## config.mk

```make
export PLATFORM = sky130hd
export DESIGN_NAME = uart_rx_frame_check_flat
export DESIGN_NICKNAME = d
export VERILOG_FILES = /design/src/rtl/uart_rx_frame_check_if.sv /design/src/rtl/uart_rx_frame_check.sv /design/src/flat_wrapper.sv
export SDC_FILE = /design/constraint.sdc
export NUM_CORES = 1
export LEC_CHECK = 0
export CORE_MARGIN = 3
export CORE_UTILIZATION = 40
export CTS_CLUSTER_DIAMETER = 60
export DETAILED_ROUTE_END_ITERATION = 10
export PLACE_DENSITY = 0.81
export SETUP_SLACK_MARGIN = 0.4
export SLEW_MARGIN = 20
export SYNTH_ARGS = -nofsm -noshare
export SYNTH_HDL_FRONTEND = slang
export SYNTH_SLANG_ARGS = --single-unit
```

## constraint.sdc

```tcl
create_clock -name CLK -period 2.3 [get_ports CLK]
set_clock_uncertainty 0.2 [all_clocks]
set_input_delay 0.345 -clock CLK [delete_from_list [all_inputs] [get_ports CLK]]
set_output_delay 0.345 -clock CLK [all_outputs]
set_load 0.03 [all_outputs]
```

## src/rtl/uart_rx_frame_check_if.sv

```systemverilog
// ---------------------------------------------------------------------------
// uart_rx_frame_check_if
// Bundles the configuration, strobe and status signals of the UART RX frame
// checker. CLK/RST stay as plain ports on the checker itself.
//   master : sampler/deserializer side (drives config, data, strobes, clear)
//   slave  : the frame checker (drives error flags, strobe, counters)
// Signals:
//   PAR_EN, PAR_MODE[1:0], DATA_LEN[3:0], P_DATA[DATA_WIDTH-1:0],
//   sampled_bit, par_chk_en, stp_chk_en, err_clr        (master -> slave)
//   Parity_Error, Stop_Error, frame_done, frame_err,
//   par_err_cnt, stp_err_cnt, err_sticky                (slave -> master)
// ---------------------------------------------------------------------------
interface uart_rx_frame_check_if #(
    parameter int DATA_WIDTH = 8,
    parameter int CNT_WIDTH  = 8
);
    logic                  PAR_EN;
    logic [1:0]            PAR_MODE;
    logic [3:0]            DATA_LEN;
    logic [DATA_WIDTH-1:0] P_DATA;
    logic                  sampled_bit;
    logic                  par_chk_en;
    logic                  stp_chk_en;
    logic                  err_clr;
    logic                  Parity_Error;
    logic                  Stop_Error;
    logic                  frame_done;
    logic                  frame_err;
    logic [CNT_WIDTH-1:0]  par_err_cnt;
    logic [CNT_WIDTH-1:0]  stp_err_cnt;
    logic                  err_sticky;

    modport master (
        output PAR_EN, PAR_MODE, DATA_LEN, P_DATA, sampled_bit,
               par_chk_en, stp_chk_en, err_clr,
        input  Parity_Error, Stop_Error, frame_done, frame_err,
               par_err_cnt, stp_err_cnt, err_sticky
    );

    modport slave (
        input  PAR_EN, PAR_MODE, DATA_LEN, P_DATA, sampled_bit,
               par_chk_en, stp_chk_en, err_clr,
        output Parity_Error, Stop_Error, frame_done, frame_err,
               par_err_cnt, stp_err_cnt, err_sticky
    );
endinterface

```

## src/rtl/uart_rx_frame_check.sv

```systemverilog
// ---------------------------------------------------------------------------
// uart_rx_frame_check
// Per-frame parity and stop-bit checker for the UART receiver. A two-state
// FSM tracks whether the parity bit of the current frame has been seen; the
// stop strobe completes the frame with a one-cycle frame_done/frame_err.
// Saturating error counters and a sticky flag provide status readback.
// Ports:
//   CLK  - system clock (rising edge)
//   RST  - synchronous active-low reset
//   bus  - uart_rx_frame_check_if.slave (config, strobes, status)
// ---------------------------------------------------------------------------
module uart_rx_frame_check #(
    parameter int DATA_WIDTH = 8,
    parameter int CNT_WIDTH  = 8
) (
    input  logic                    CLK,
    input  logic                    RST,
    uart_rx_frame_check_if.slave    bus
);
    localparam logic [3:0] MIN_LEN = 4'd5;
    localparam logic [3:0] MAX_LEN = 4'(DATA_WIDTH);

    typedef enum logic {IDLE, PAR_DONE} state_t;

    state_t               state_q, state_d;
    logic                 par_err_q, par_err_d;
    logic                 stp_err_q, stp_err_d;
    logic                 done_q, done_d;
    logic                 ferr_q, ferr_d;
    logic [CNT_WIDTH-1:0] pcnt_q, pcnt_d;
    logic [CNT_WIDTH-1:0] scnt_q, scnt_d;
    logic                 sticky_q, sticky_d;

    logic [3:0] len_eff;
    logic       data_xor;
    logic       exp_par;
    logic       par_mismatch;
    logic       par_strobe;
    logic       par_eval, stp_eval;
    logic       par_fail, stp_fail;
    logic [CNT_WIDTH-1:0] pcnt_base, scnt_base;

    // Effective length clamped to [5, DATA_WIDTH]; parity over the low bits only.
    always_comb begin
        if (bus.DATA_LEN < MIN_LEN)      len_eff = MIN_LEN;
        else if (bus.DATA_LEN > MAX_LEN) len_eff = MAX_LEN;
        else                             len_eff = bus.DATA_LEN;
        data_xor = 1'b0;
        for (int i = 0; i < DATA_WIDTH; i++) begin
            if (4'(i) < len_eff) data_xor = data_xor ^ bus.P_DATA[i];
        end
        case (bus.PAR_MODE)
            2'b00:   exp_par = data_xor;
            2'b01:   exp_par = ~data_xor;
            2'b10:   exp_par = 1'b1;
            default: exp_par = 1'b0;
        endcase
    end

    assign par_mismatch = bus.sampled_bit != exp_par;
    assign par_strobe   = bus.par_chk_en & bus.PAR_EN;

    always_comb begin
        state_d   = state_q;
        par_err_d = par_err_q;
        stp_err_d = stp_err_q;
        done_d    = 1'b0;
        ferr_d    = 1'b0;
        par_eval  = 1'b0;
        stp_eval  = 1'b0;
        case (state_q)
            IDLE: begin
                if (bus.stp_chk_en) begin
                    stp_eval = 1'b1;
                    if (par_strobe) begin
                        par_eval  = 1'b1;
                        par_err_d = par_mismatch;
                    end else if (bus.PAR_EN) begin
                        // Parity bit expected but never strobed: sequence error.
                        par_eval  = 1'b1;
                        par_err_d = 1'b1;
                    end else begin
                        par_err_d = 1'b0;
                    end
                end else if (par_strobe) begin
                    par_eval  = 1'b1;
                    par_err_d = par_mismatch;
                    state_d   = PAR_DONE;
                end
            end
            PAR_DONE: begin
                if (bus.stp_chk_en) begin
                    stp_eval = 1'b1;
                    state_d  = IDLE;
                end
                // A repeated parity strobe overwrites the earlier result.
                if (par_strobe) begin
                    par_eval  = 1'b1;
                    par_err_d = par_mismatch;
                end
            end
            default: state_d = IDLE;
        endcase
        if (stp_eval) begin
            stp_err_d = ~bus.sampled_bit;
            done_d    = 1'b1;
            ferr_d    = par_err_d | ~bus.sampled_bit;
        end
    end

    assign par_fail = par_eval & par_err_d;
    assign stp_fail = stp_eval & stp_err_d;

    // Clear is applied before the current event is counted.
    always_comb begin
        pcnt_base = bus.err_clr ? '0 : pcnt_q;
        scnt_base = bus.err_clr ? '0 : scnt_q;
        pcnt_d    = (par_fail && !(&pcnt_base)) ? pcnt_base + 1'b1 : pcnt_base;
        scnt_d    = (stp_fail && !(&scnt_base)) ? scnt_base + 1'b1 : scnt_base;
        sticky_d  = (sticky_q & ~bus.err_clr) | par_fail | stp_fail;
    end

    always_ff @(posedge CLK) begin
        if (!RST) begin
            state_q   <= IDLE;
            par_err_q <= 1'b0;
            stp_err_q <= 1'b0;
            done_q    <= 1'b0;
            ferr_q    <= 1'b0;
            pcnt_q    <= '0;
            scnt_q    <= '0;
            sticky_q  <= 1'b0;
        end else begin
            state_q   <= state_d;
            par_err_q <= par_err_d;
            stp_err_q <= stp_err_d;
            done_q    <= done_d;
            ferr_q    <= ferr_d;
            pcnt_q    <= pcnt_d;
            scnt_q    <= scnt_d;
            sticky_q  <= sticky_d;
        end
    end

    assign bus.Parity_Error = par_err_q;
    assign bus.Stop_Error   = stp_err_q;
    assign bus.frame_done   = done_q;
    assign bus.frame_err    = ferr_q;
    assign bus.par_err_cnt  = pcnt_q;
    assign bus.stp_err_cnt  = scnt_q;
    assign bus.err_sticky   = sticky_q;
endmodule
```

## src/flat_wrapper.sv

```systemverilog
// flat-port wrapper written by rule: the top's interface ports become plain ports
module uart_rx_frame_check_flat 
#(
    parameter int DATA_WIDTH = 8,
    parameter int CNT_WIDTH  = 8
)
  (CLK, RST, bus_PAR_EN, bus_PAR_MODE, bus_DATA_LEN, bus_P_DATA, bus_sampled_bit, bus_par_chk_en, bus_stp_chk_en, bus_err_clr, bus_Parity_Error, bus_Stop_Error, bus_frame_done, bus_frame_err, bus_par_err_cnt, bus_stp_err_cnt, bus_err_sticky);
  uart_rx_frame_check_if #(.DATA_WIDTH(DATA_WIDTH), .CNT_WIDTH(CNT_WIDTH)) bus_i ();
  input  logic CLK;
  input  logic RST;
  input wire logic [$bits(bus_i.PAR_EN)-1:0] bus_PAR_EN;
  input wire logic [$bits(bus_i.PAR_MODE)-1:0] bus_PAR_MODE;
  input wire logic [$bits(bus_i.DATA_LEN)-1:0] bus_DATA_LEN;
  input wire logic [$bits(bus_i.P_DATA)-1:0] bus_P_DATA;
  input wire logic [$bits(bus_i.sampled_bit)-1:0] bus_sampled_bit;
  input wire logic [$bits(bus_i.par_chk_en)-1:0] bus_par_chk_en;
  input wire logic [$bits(bus_i.stp_chk_en)-1:0] bus_stp_chk_en;
  input wire logic [$bits(bus_i.err_clr)-1:0] bus_err_clr;
  output wire logic [$bits(bus_i.Parity_Error)-1:0] bus_Parity_Error;
  output wire logic [$bits(bus_i.Stop_Error)-1:0] bus_Stop_Error;
  output wire logic [$bits(bus_i.frame_done)-1:0] bus_frame_done;
  output wire logic [$bits(bus_i.frame_err)-1:0] bus_frame_err;
  output wire logic [$bits(bus_i.par_err_cnt)-1:0] bus_par_err_cnt;
  output wire logic [$bits(bus_i.stp_err_cnt)-1:0] bus_stp_err_cnt;
  output wire logic [$bits(bus_i.err_sticky)-1:0] bus_err_sticky;
  assign bus_i.PAR_EN = bus_PAR_EN;
  assign bus_i.PAR_MODE = bus_PAR_MODE;
  assign bus_i.DATA_LEN = bus_DATA_LEN;
  assign bus_i.P_DATA = bus_P_DATA;
  assign bus_i.sampled_bit = bus_sampled_bit;
  assign bus_i.par_chk_en = bus_par_chk_en;
  assign bus_i.stp_chk_en = bus_stp_chk_en;
  assign bus_i.err_clr = bus_err_clr;
  assign bus_Parity_Error = bus_i.Parity_Error;
  assign bus_Stop_Error = bus_i.Stop_Error;
  assign bus_frame_done = bus_i.frame_done;
  assign bus_frame_err = bus_i.frame_err;
  assign bus_par_err_cnt = bus_i.par_err_cnt;
  assign bus_stp_err_cnt = bus_i.stp_err_cnt;
  assign bus_err_sticky = bus_i.err_sticky;
  uart_rx_frame_check #(.DATA_WIDTH(DATA_WIDTH), .CNT_WIDTH(CNT_WIDTH)) u_core (.CLK(CLK), .RST(RST), .bus(bus_i));
endmodule
```

==> load_flow_metrics.sql <==
INSERT INTO impl_metrics (metric_group, metric, value, unit) VALUES
('setup_path', 'cp_data_required_time', '2.37', 'ns'),
('power_and_ir_drop', 'totalPowerFinal', '0.9345', 'mW'),
('layout', 'post-route-util', '0.7018', ''),
('routing', 'drtAntennaViolNets', '0', ''),
('sta', 'timing.slew.headroom', '0.7833', ''),
('synthesis', 'synth.largest_area_cell', 'dfxtp_1', ''),
('floorplanning', 'die_outline_width', '61.54', 'um'),
('sta', 'totalNegativeSetupSlack', '0', 'ns'),
('setup_path', 'crit_buf_inv', '2', ''),
('synthesis', 'synth_seq_cells', '22', ''),
('synthesis', 'ys_seq_area_frac', '0.3570', ''),
('layout', 'stdcell_count', '253', ''),
('clock_network', 'cts_sinks', '22', ''),
('synthesis', 'synth_most_common_cell', 'dfxtp_1', ''),
('setup_path', 'cp-end-kind', 'register', ''),
('setup_path', 'start_kind', 'input port', ''),
('synthesis', 'synthesis.instances', '155', ''),
('synthesis', 'synth_cell_types', '38', ''),
('setup_path', 'r2r_setup_slack', '0.41', 'ns'),
('setup_path', 'timing.critical_path.cells', 'buf_6, xor2_2, o21a_1, o221ai_2, xor2_2, a21boi_2, nor3_2, buf_4, and4b_1, nor3_2', ''),
('power_and_ir_drop', 'netSwitchingFraction', '0.2725', ''),
('placement', 'place.gp.congestion', '0.8691', ''),
('status', 'status', 'complete, no violations', ''),
('clock_network', 'cts_tree', 'yes', ''),
('power_and_ir_drop', 'power.internal', '0.6798', 'mW'),
('global_route', 'global_route.overflow_total', '0', ''),
('clock_network', 'cts_max_level', '1', ''),
('min_path', 'timing.hold.worst_path_depth', '3', ''),
('synthesis', 'synth_net_count', '178', ''),
('power_and_ir_drop', 'vdd_ir_drop_max', '224.8', 'uV'),
('sta', 'post-route-period-util', '0.8483', ''),
('layout', 'post_route_cells_drive_above_1_share', '0.3333', ''),
('routing', 'wirelength', '3497', 'um'),
('power_and_ir_drop', 'total_leakage_power', '1.014', 'nW'),
('synthesis', 'synth.area.top_cells', 'dfxtp_1 (36%), nand2_1 (6.1%), xnor2_1 (5.7%)', ''),
('setup_path', 'crit_cells', '10', ''),
('synthesis', 'yosys.area.top_type_share', '0.3570', ''),
('floorplanning', 'fp.dieH', '61.54', 'um'),
('setup_path', 'crit_type', 'input port to register', ''),
('clock_network', 'cts.root.buffer_cell', 'clkbuf_4', ''),
('routing', 'drc_errors', '0', ''),
('clock_network', 'cts_made_buffers', '3', ''),
('global_route', 'number_of_global_route_vias_before_repair', '1407', ''),
('synthesis', 'synth-edff-count', '0', ''),
('floorplanning', 'placeableCoreArea', '2853', 'um^2'),
('sta', 'timing_max_transition_violations_final', '0', ''),
('min_path', 'worstHoldPathType', 'input port to register', ''),
('placement', 'placedCellCount', '247', ''),
('placement', 'buffer_ports.inserted', '41', ''),
('global_route', 'grt_first_pass_wirelength', '5720', 'um'),
('layout', 'diodes', '0', ''),
('power_and_ir_drop', 'combinationalPowerShare', '0.246', ''),
('sta', 'tightest_slew', '0.3246', 'ns'),
('sta', 'period_needed', '1.951', 'ns'),
('power_and_ir_drop', 'power.switching', '0.2546', 'mW'),
('setup_path', 'cpMaxStageDelayCell', 'xor2_2', ''),
('synthesis', 'synth_area_per_cell', '7.959', 'um^2'),
('sta', 'rsz0062_at_grt', 'true', ''),
('sta', 'worst_hold_slack', '0.1445', 'ns'),
('routing', 'vias', '1380', ''),
('routing', 'wl_per_cell', '13.82', 'um'),
('clock_network', 'cts-root-to-sink-buffers', '2', ''),
('synthesis', 'ys_top_cells_by_count', 'dfxtp_1 (22), nand2_1 (20), nor2_1 (18), xnor2_1 (8)', ''),
('sta', 'fmaxAchievable', '512.5', 'MHz'),
('floorplanning', 'top_level_ports', '42', ''),
('clock_network', 'clock_pin_slew_worst_setup_and_hold_paths', '0.14', 'ns'),
('sta', 'hold_viol', '0', ''),
('layout', 'area.growth.synth_to_final', '62.27', '%'),
('setup_path', 'critPathTopFamily', 'compound AO/OA/AOI/OAI gates', ''),
('floorplanning', 'floorplan.initialDensity', '0.4325', ''),
('global_route', 'grt_antenna_before_repair', '0', '');
[flip-flops by register name, summed over array words and instances (netlist names), named ones only]
name,cells
u_core.bus.Parity_Error,1
u_core.bus.frame_done,1
u_core.bus.stp_err_cnt,8
u_core.bus.err_sticky,1
u_core.state_q,1
u_core.bus.par_err_cnt,8
u_core.bus.frame_err,1
[layout by cell type (no fill, tap or decap), types with 3 or more instances in the layout]
cell,netlist,routed
nor2_1,18,18
dlymetal6s2s_1,0,5
nor2b_1,6,5
nand2_2,1,3
dlygate4sd2_1,0,25
a21oi_1,7,3
xnor2_1,8,4
o21ai_0,4,3
dfxtp_1,22,16
inv_1,5,4
a21oi_2,0,4
xor2_1,5,3
nand2_1,20,17
and3_1,6,5
mux2i_1,4,4
buf_2,0,7
nand3_1,7,5
xnor2_2,0,4
clkbuf_4,0,3
dfxtp_2,0,6
nand4_1,5,5
buf_4,1,24
[worst reg2reg max path, delay by kind of cell, from the launching register on]
family,cells,cell delay [ns]
AND/OR/NAND/NOR,2,0.32
flip-flops,1,0.35
AO/OA/AOI/OAI,4,0.74
buffers and inverters,1,0.20
[metrics by stage]
stage	worst slack, ns	area, um^2
2_1_floorplan	0.2424	1275
3_3_place_gp	-0.2837	1882
3_5_place_dp	-0.3901	1882
4_1_cts	0.3040	1948
5_1_grt	0.2167	2002
6_report	0.3490	2002
[cell type report]
cell class | instances | area (um^2)
clock buffer | 3 | 22.52
clock inverter | 1 | 30.03
fill | 233 | 850.8
inverter | 6 | 22.52
multi-input combinational | 124 | 895.9
sequential | 22 | 447.9
tap | 31 | 38.79
timing repair buffer | 66 | 544.3
[what timing repair did]
action                     4_1_cts  5_1_grt
pin swaps                       18       16
hold buffers                     0        0
gates resized for setup         74       18
buffers inserted                 0        1
cloned                           1        0
setup endpoints to repair       33       15
[final timing paths]
path / from / to
max: bus_P_DATA[7] / u_core.bus.par_err_cnt[6]
min: bus_stp_chk_en / u_core.state_q
max reg2reg: u_core.state_q / u_core.bus.par_err_cnt[3]
min reg2reg: register / register
[power groups by stage]
stage	Combinational [mW]	Clock [mW]	Sequential, mW
finish	0.230	0.308	0.396
global route	0.248	0.323	0.398
CTS	0.220	0.311	0.397
detailed placement	0.218	0	0.405
global placement	0.210	0	0.404
floorplan	0.0988	0	0.423
[cell families (layout without fill, tap and decap cells)]
| logic type | after synthesis | in the layout | synth area share |
|---|---|---|---|
| buffers and inverters | 9 | 76 | 0.03043 |
| DFF | 22 | 22 | 0.3570 |
| adders and majority gates | 2 | 2 | 0.02028 |
| AOI/OAI and AO/OA | 28 | 28 | 0.1562 |
| and+or+nand+nor | 77 | 77 | 0.3114 |
| xor gates and xnor gates | 13 | 13 | 0.09229 |
| muxes | 4 | 4 | 0.03246 |
[routing by layer]
metal  share of wire  track usage
met4           0.027      0.09697
met1            0.40       0.2234
met2            0.51       0.3707
met3           0.059      0.02935
met5               0            0
Power figures use the tool's default switching activity.
